`config.mk`:
```
export PLATFORM = sky130hd
export DESIGN_NAME = inst_cache
export DESIGN_NICKNAME = d
export VERILOG_FILES = /design/src/rtl/inst_cache.sv
export SDC_FILE = /design/constraint.sdc
export NUM_CORES = 2
export LEC_CHECK = 0
export CORE_AREA = 2 2 468 470
export CTS_BUF_LIST = sky130_fd_sc_hd__clkbuf_8 sky130_fd_sc_hd__clkbuf_16
export CTS_CLUSTER_SIZE = 12
export DETAILED_ROUTE_END_ITERATION = 7
export DIE_AREA = 0 0 470 472
export PLACE_DENSITY_LB_ADDON = 0.12
export SYNTH_ARGS = -nofsm -noshare
export SYNTH_HDL_FRONTEND = slang
export SYNTH_SLANG_ARGS = --single-unit
```
`constraint.sdc`:
```
create_clock -name clk -period 9.8 [get_ports clk]
set_clock_uncertainty 0.2 [all_clocks]
set_input_delay 0.98 -clock clk [delete_from_list [all_inputs] [get_ports clk]]
set_output_delay 0.98 -clock clk [all_outputs]
set_load 0.01 [all_outputs]
```
`src/rtl/inst_cache.sv`:
```
// -----------------------------------------------------------------------------
// inst_cache
//
// Instruction-side cache for the fetch stage. It sits behind the PC and turns
// the registered fetch address into an instruction word for IF_ID.
//
// Organisation: direct mapped, 2^INDEX_BITS lines of 2^OFFSET_WORDS_BITS words.
// Address split: [1:0] ignored, [3:2] word in line, [3+INDEX_BITS:4] line index,
// everything above is the tag. A hit returns its word one cycle later. A miss
// raises stall in the same cycle and refills the whole line from backing memory
// one word per req/ack handshake. After the refill, the held PC address hits.
//
// Ports:
//   clk        system clock, every register updates on posedge
//   resetIn    synchronous active-high reset; invalidates every line
//   addrIn     fetch address from the PC
//   instOut    instruction word for IF_ID (holds its value while invalid)
//   instValid  instOut is valid; high only in the cycle after a hit
//   stall      cache busy; the hazard unit holds the PC while this is high
//   memReq     refill word request
//   memAddr    refill word address (word aligned), stable until memAck
//   memAck     memory accepted the request; memData is valid
//   memData    refill data word
//
// Optional build macro ICACHE_STATS_EN adds two saturating 32-bit counters:
//   hitCount   number of LOOKUP cycles that hit
//   missCount  number of LOOKUP -> REFILL transitions
// -----------------------------------------------------------------------------
module inst_cache #(
   parameter int ADDR_WIDTH        = 32,
   parameter int INDEX_BITS        = 4,
   parameter int OFFSET_WORDS_BITS = 2
) (
   input  logic                  clk,
   input  logic                  resetIn,
   input  logic [ADDR_WIDTH-1:0] addrIn,
   output logic [ADDR_WIDTH-1:0] instOut,
   output logic                  instValid,
   output logic                  stall,
   output logic                  memReq,
   output logic [ADDR_WIDTH-1:0] memAddr,
   input  logic                  memAck,
   input  logic [ADDR_WIDTH-1:0] memData
`ifdef ICACHE_STATS_EN
   ,
   output logic [31:0]           hitCount,
   output logic [31:0]           missCount
`endif
);

   localparam int LINES    = 1 << INDEX_BITS;
   localparam int WORDS    = 1 << OFFSET_WORDS_BITS;
   localparam int WORD_LSB = 2;
   localparam int IDX_LSB  = WORD_LSB + OFFSET_WORDS_BITS;
   localparam int TAG_LSB  = IDX_LSB + INDEX_BITS;
   localparam int TAG_W    = ADDR_WIDTH - TAG_LSB;

   typedef enum logic [0:0] {
      LOOKUP = 1'b0,
      REFILL = 1'b1
   } state_t;

   // ---------------------------------------------------------------------------
   // Registers
   // ---------------------------------------------------------------------------
   state_t                         r_state;
   logic [OFFSET_WORDS_BITS-1:0]   r_cnt;          // next word of the line to fetch
   logic [TAG_W-1:0]               r_miss_tag;     // line being refilled
   logic [INDEX_BITS-1:0]          r_miss_index;
   logic [LINES-1:0]               r_valid;
   logic [TAG_W-1:0]               r_tag_mem  [LINES];
   logic [ADDR_WIDTH-1:0]          r_data_mem [LINES*WORDS];
   logic [ADDR_WIDTH-1:0]          r_inst;
   logic                           r_inst_valid;

   // ---------------------------------------------------------------------------
   // Combinational signals
   // ---------------------------------------------------------------------------
   state_t                                 w_state_next;
   logic [OFFSET_WORDS_BITS-1:0]           w_word;
   logic [INDEX_BITS-1:0]                  w_index;
   logic [TAG_W-1:0]                       w_tag;
   logic                                   w_hit;
   logic                                   w_lookup_hit;
   logic                                   w_lookup_miss;
   logic                                   w_fill_we;      // accepted refill word
   logic                                   w_fill_last;    // accepted final word
   logic [INDEX_BITS+OFFSET_WORDS_BITS-1:0] w_rd_addr;
   logic [INDEX_BITS+OFFSET_WORDS_BITS-1:0] w_wr_addr;
   logic                                   w_unused;

   // Byte offset within the word is irrelevant for an aligned fetch.
   assign w_unused = ^addrIn[WORD_LSB-1:0];

   assign w_word  = addrIn[IDX_LSB-1:WORD_LSB];
   assign w_index = addrIn[TAG_LSB-1:IDX_LSB];
   assign w_tag   = addrIn[ADDR_WIDTH-1:TAG_LSB];

   // Tag/valid lookup is combinational on the current fetch address so that a
   // miss can raise stall before the PC would otherwise advance.
   assign w_hit = r_valid[w_index] && (r_tag_mem[w_index] == w_tag);

   assign w_lookup_hit  = (r_state == LOOKUP) &&  w_hit;
   assign w_lookup_miss = (r_state == LOOKUP) && !w_hit;

   assign w_rd_addr = {w_index, w_word};
   assign w_wr_addr = {r_miss_index, r_cnt};

   // ---------------------------------------------------------------------------
   // FSM: next state and outputs
   // ---------------------------------------------------------------------------
   always_comb begin
      w_state_next = r_state;
      stall        = 1'b0;
      memReq       = 1'b0;
      memAddr      = '0;
      w_fill_we    = 1'b0;
      w_fill_last  = 1'b0;

      unique case (r_state)
         LOOKUP: begin
            if (!w_hit) begin
               stall        = 1'b1;
               w_state_next = REFILL;
            end
         end
         REFILL: begin
            stall   = 1'b1;
            memReq  = 1'b1;
            // Address comes from the latched miss, not addrIn, so it stays
            // stable even if the PC misbehaves during the refill.
            memAddr = {r_miss_tag, r_miss_index, r_cnt, 2'b00};
            if (memAck) begin
               w_fill_we = 1'b1;
               if (r_cnt == {OFFSET_WORDS_BITS{1'b1}}) begin
                  w_fill_last  = 1'b1;
                  w_state_next = LOOKUP;
               end
            end
         end
         default: begin
            w_state_next = LOOKUP;
         end
      endcase
   end

   // ---------------------------------------------------------------------------
   // FSM state, refill counter and latched miss line
   // ---------------------------------------------------------------------------
   always_ff @(posedge clk) begin
      if (resetIn) begin
         r_state      <= LOOKUP;
         r_cnt        <= '0;
         r_miss_tag   <= '0;
         r_miss_index <= '0;
      end else begin
         r_state <= w_state_next;
         if (w_lookup_miss) begin
            r_cnt        <= '0;
            r_miss_tag   <= w_tag;
            r_miss_index <= w_index;
         end else if (w_fill_we) begin
            r_cnt <= r_cnt + 1'b1;
         end
      end
   end

   // ---------------------------------------------------------------------------
   // Valid bits: cleared by reset, set only once the whole line has arrived, so
   // an aborted refill leaves the line invalid.
   // ---------------------------------------------------------------------------
   always_ff @(posedge clk) begin
      if (resetIn) begin
         r_valid <= '0;
      end else if (w_fill_last) begin
         r_valid[r_miss_index] <= 1'b1;
      end
   end

   // Tag store: no reset needed, the valid bit qualifies it.
   always_ff @(posedge clk) begin
      if (!resetIn && w_fill_last) begin
         r_tag_mem[r_miss_index] <= r_miss_tag;
      end
   end

   // Data store: written one word per accepted handshake. Conflicting lines are
   // simply overwritten; the cache is read-only so nothing is written back.
   always_ff @(posedge clk) begin
      if (!resetIn && w_fill_we) begin
         r_data_mem[w_wr_addr] <= memData;
      end
   end

   // ---------------------------------------------------------------------------
   // Fetch result: registered read of the data store on a hit. instOut keeps
   // its previous value in every non-hit cycle.
   // ---------------------------------------------------------------------------
   always_ff @(posedge clk) begin
      if (resetIn) begin
         r_inst       <= '0;
         r_inst_valid <= 1'b0;
      end else begin
         r_inst_valid <= w_lookup_hit;
         if (w_lookup_hit) begin
            r_inst <= r_data_mem[w_rd_addr];
         end
      end
   end

   assign instOut   = r_inst;
   assign instValid = r_inst_valid;

`ifdef ICACHE_STATS_EN
   // ---------------------------------------------------------------------------
   // Hit/miss statistics, saturating at all-ones.
   // ---------------------------------------------------------------------------
   logic [31:0] r_hit_count;
   logic [31:0] r_miss_count;

   always_ff @(posedge clk) begin
      if (resetIn) begin
         r_hit_count  <= '0;
         r_miss_count <= '0;
      end else begin
         if (w_lookup_hit && (r_hit_count != 32'hFFFF_FFFF)) begin
            r_hit_count <= r_hit_count + 32'd1;
         end
         if (w_lookup_miss && (r_miss_count != 32'hFFFF_FFFF)) begin
            r_miss_count <= r_miss_count + 32'd1;
         end
      end
   end

   assign hitCount  = r_hit_count;
   assign missCount = r_miss_count;
`endif

endmodule

```
==> flow_summary.json <==
{
  "crit_path_cell_trace": "buf_8 -> buf_4 -> mux4_2 -> mux2i_1 -> xnor2_1 -> a2111oi_0 -> o211ai_1 -> buf_4 -> nor4b_1 -> nand4_1 -> clkdlybuf4s50_1",
  "worst-path-max-fanout": 58,
  "period_share": 0.646,
  "cts_tree": "built",
  "slew_headroom": 0.194,
  "clk_pin_slew_ns": 0.06,
  "grt_overflow": 0,
  "cts_resized": 0,
  "synth_area_per_cell_um2": 23.2,
  "fin_cells": 7520,
  "grt_max_degree": 105,
  "outcome": "finished, final reports clean",
  "grt_pass1_wl_um": 365000,
  "gp_congestion": 0.754,
  "gr-usage-all-layers": 0.236,
  "wire_per_inst_um": 35.0,
  "yosys.area.top_type": "edfxtp_1",
  "nets": 4542,
  "ys_ff_latch": 2512,
  "syn_to_final_growth_pct": 14.1,
  "synth.most_common_cell": "edfxtp_1",
  "worstPathArrival_ns": 5.15,
  "setup_viol": 0,
  "maxSlewViolCount": 0,
  "numPlacedInstances": 7040,
  "die-area_mm2": 0.222,
  "ys_types": 60,
  "fillers": 17000,
  "rows": 171,
  "ys_seq_area_frac": 0.770,
  "core_area_mm2": 0.217,
  "rsz0062_at_grt": "no",
  "clock_latency_ns": 0.91,
  "dp_hpwl_um": 134000,
  "port_buffers": 129,
  "drv_cap": 0,
  "power_density_mw_per_mm2": 205,
  "tightest_slew_ns": 1.21,
  "die_y_um": 472,
  "first_global_vias": 46100,
  "multi_input_area_mm2": 0.0218,
  "startpoint_type": "input pin",
  "worst_ep_required_time_ns": 8.62,
  "synth_warnings": 0,
  "synth_top_area_frac": 0.753,
  "hold_class": "reg2reg",
  "fin_tns_setup_ns": 0,
  "drive_gt1_frac": 0.290,
  "netlist_area_mm2": 0.0970,
  "hold_viol": 0,
  "die_w_um": 470,
  "syn_inst": 4181,
  "endpoint_kind": "output pin",
  "ios": 134,
  "peakVddDrop_mv": 0.201,
  "async_flop_share": 0,
  "ant_nets": 0,
  "cts_setup_buffers": 0,
  "numCtsBuffers": 286,
  "holdBufCountCts": 0,
  "start_util": 0.448,
  "drt_iter0_drc": 5639,
  "post-route-drc-count": 0,
  "synth_flop_cell": "edfxtp_1",
  "vias": 45800,
  "clock_tree.root_cell": "clkbuf_16",
  "clock-sinks": 2512,
  "critPathMaxStageDelay_ns": 0.60,
  "p_leak_nw": 34.9,
  "fmax_mhz": 158,
  "synth_area_leaders": "edfxtp_1 (75%), mux4_2 (17%), dfxtp_1 (1.7%)",
  "ctsHtreeMaxLevel": 5,
  "dr.pass1.iters": 5,
  "clockBufferDepth": 4,
  "worstSetupPathType": "in2out",
  "ff_latch_area_mm2": 0.0746,
  "antenna_found_initial": 29,
  "wl_um": 263000,
  "crit_top_cell": "buf_4",
  "crit_path_top_delay_cell": "buf_4",
  "routed_via_density": 6.09,
  "synth_edf_count": 2432,
  "period_needed_ns": 6.33,
  "netlist_top_cells_count": "edfxtp_1 (2,432), mux4_2 (740), clkbuf_1 (166), nand2_1 (118), mux2i_1 (111)"
}
## cell families after synthesis
family,Yosys count,synth area share
AO/OA/AOI/OAI,172,0.0131
XOR/XNOR,33,0.00298
adder cells (fa/ha/maj),1,0.000129
buffers and inverters,247,0.0113
flip-flops,2512,0.770
multiplexers,875,0.186
other,1,0.0000387
AND/OR/NAND/NOR,340,0.0166
## metal layers
metal	vias to the layer above	share of wire	track usage
li1	18500	-	-
met1	25200	0.42	0.336
met2	1770	0.49	0.381
met3	344	0.071	0.0447
met4	0	0.020	0.0567
met5	-	0	0
## critical path: cells and delay by family
| family | cells | cell delay (ns) |
|---|---|---|
| compound gates | 2 | 0.68 |
| mux | 2 | 0.77 |
| buf+inv | 4 | 1.95 |
| xor+xnor | 1 | 0.09 |
| simple gates | 2 | 0.55 |
## stage by stage
| stage | worst slack (ns) | total power, mW | util | hold slack, ns | instance area [um^2] |
|---|---|---|---|---|---|
| 2_1_floorplan | 5.14 | 12.7 | - | 0.221 | 97000 |
| 6_report | 3.47 | 22.6 | 0.511 | 0.246 | 111000 |
| 4_1_cts | 3.43 | 22.8 | 0.511 | 0.252 | 111000 |
| 3_5_place_dp | 3.45 | 13.1 | 0.472 | 0.237 | 102000 |
| 3_3_place_gp | 3.48 | 13.1 | 0.472 | 0.228 | 102000 |
| 5_1_grt | 3.15 | 23.3 | 0.511 | 0.267 | 111000 |
## layout by cell type, fill, tap and decap left out, types with 30 or more instances in the layout
master and count:
clkdlybuf4s50_1 91, mux4_2 740, clkbuf_16 290, nor2_4 77, mux2i_1 111, buf_2 32, nand2_1 118, dfxtp_1 80
buf_4 110, edfxtp_1 2432, and2_1 30, clkinv_1 48, inv_1 87, a22oi_1 52, o21ai_0 30
## area by class of cell
class                   count  share of cell area
diodes                      7            0.000158
clock buffers             295              0.0662
clock inverters           178             0.00946
inverters                   4            0.000181
multi-input cells        1423               0.197
flip-flops and latches   2512               0.675
well taps                2854              0.0323
repair buffers            247              0.0195
## sequential cells by signal (all words and copies together), names as in the netlist
name / flops
r_valid: 16
r_miss_index: 4
r_miss_tag: 24
instOut: 32
r_state: 1
r_data_mem: 2048
instValid: 1
r_tag_mem: 384
r_cnt: 2
## worst paths after layout
check / startpoint / cells past startpoint / slack, ns / endpoint
setup / recovery: addrIn[5] / 11 / 3.47 / stall
hold / removal: r_valid[2] / 1 / 0.25 / r_valid[2]
setup reg to reg: r_state / 6 / 5.43 / r_data_mem[46][6]
hold reg to reg: r_valid[2] / 1 / 0.25 / r_valid[2]
## power breakdown
group          internal (mW)  leakage [nW]  total (mW)  switching (mW)
logic                  0.429          7.92        1.02           0.589
registers               11.8          22.6        11.9          0.0599
clock network           5.64          4.43        9.73            4.09
total                   17.9          34.9        22.6            4.74
Note: power is estimated with default switching activity, not from simulation.
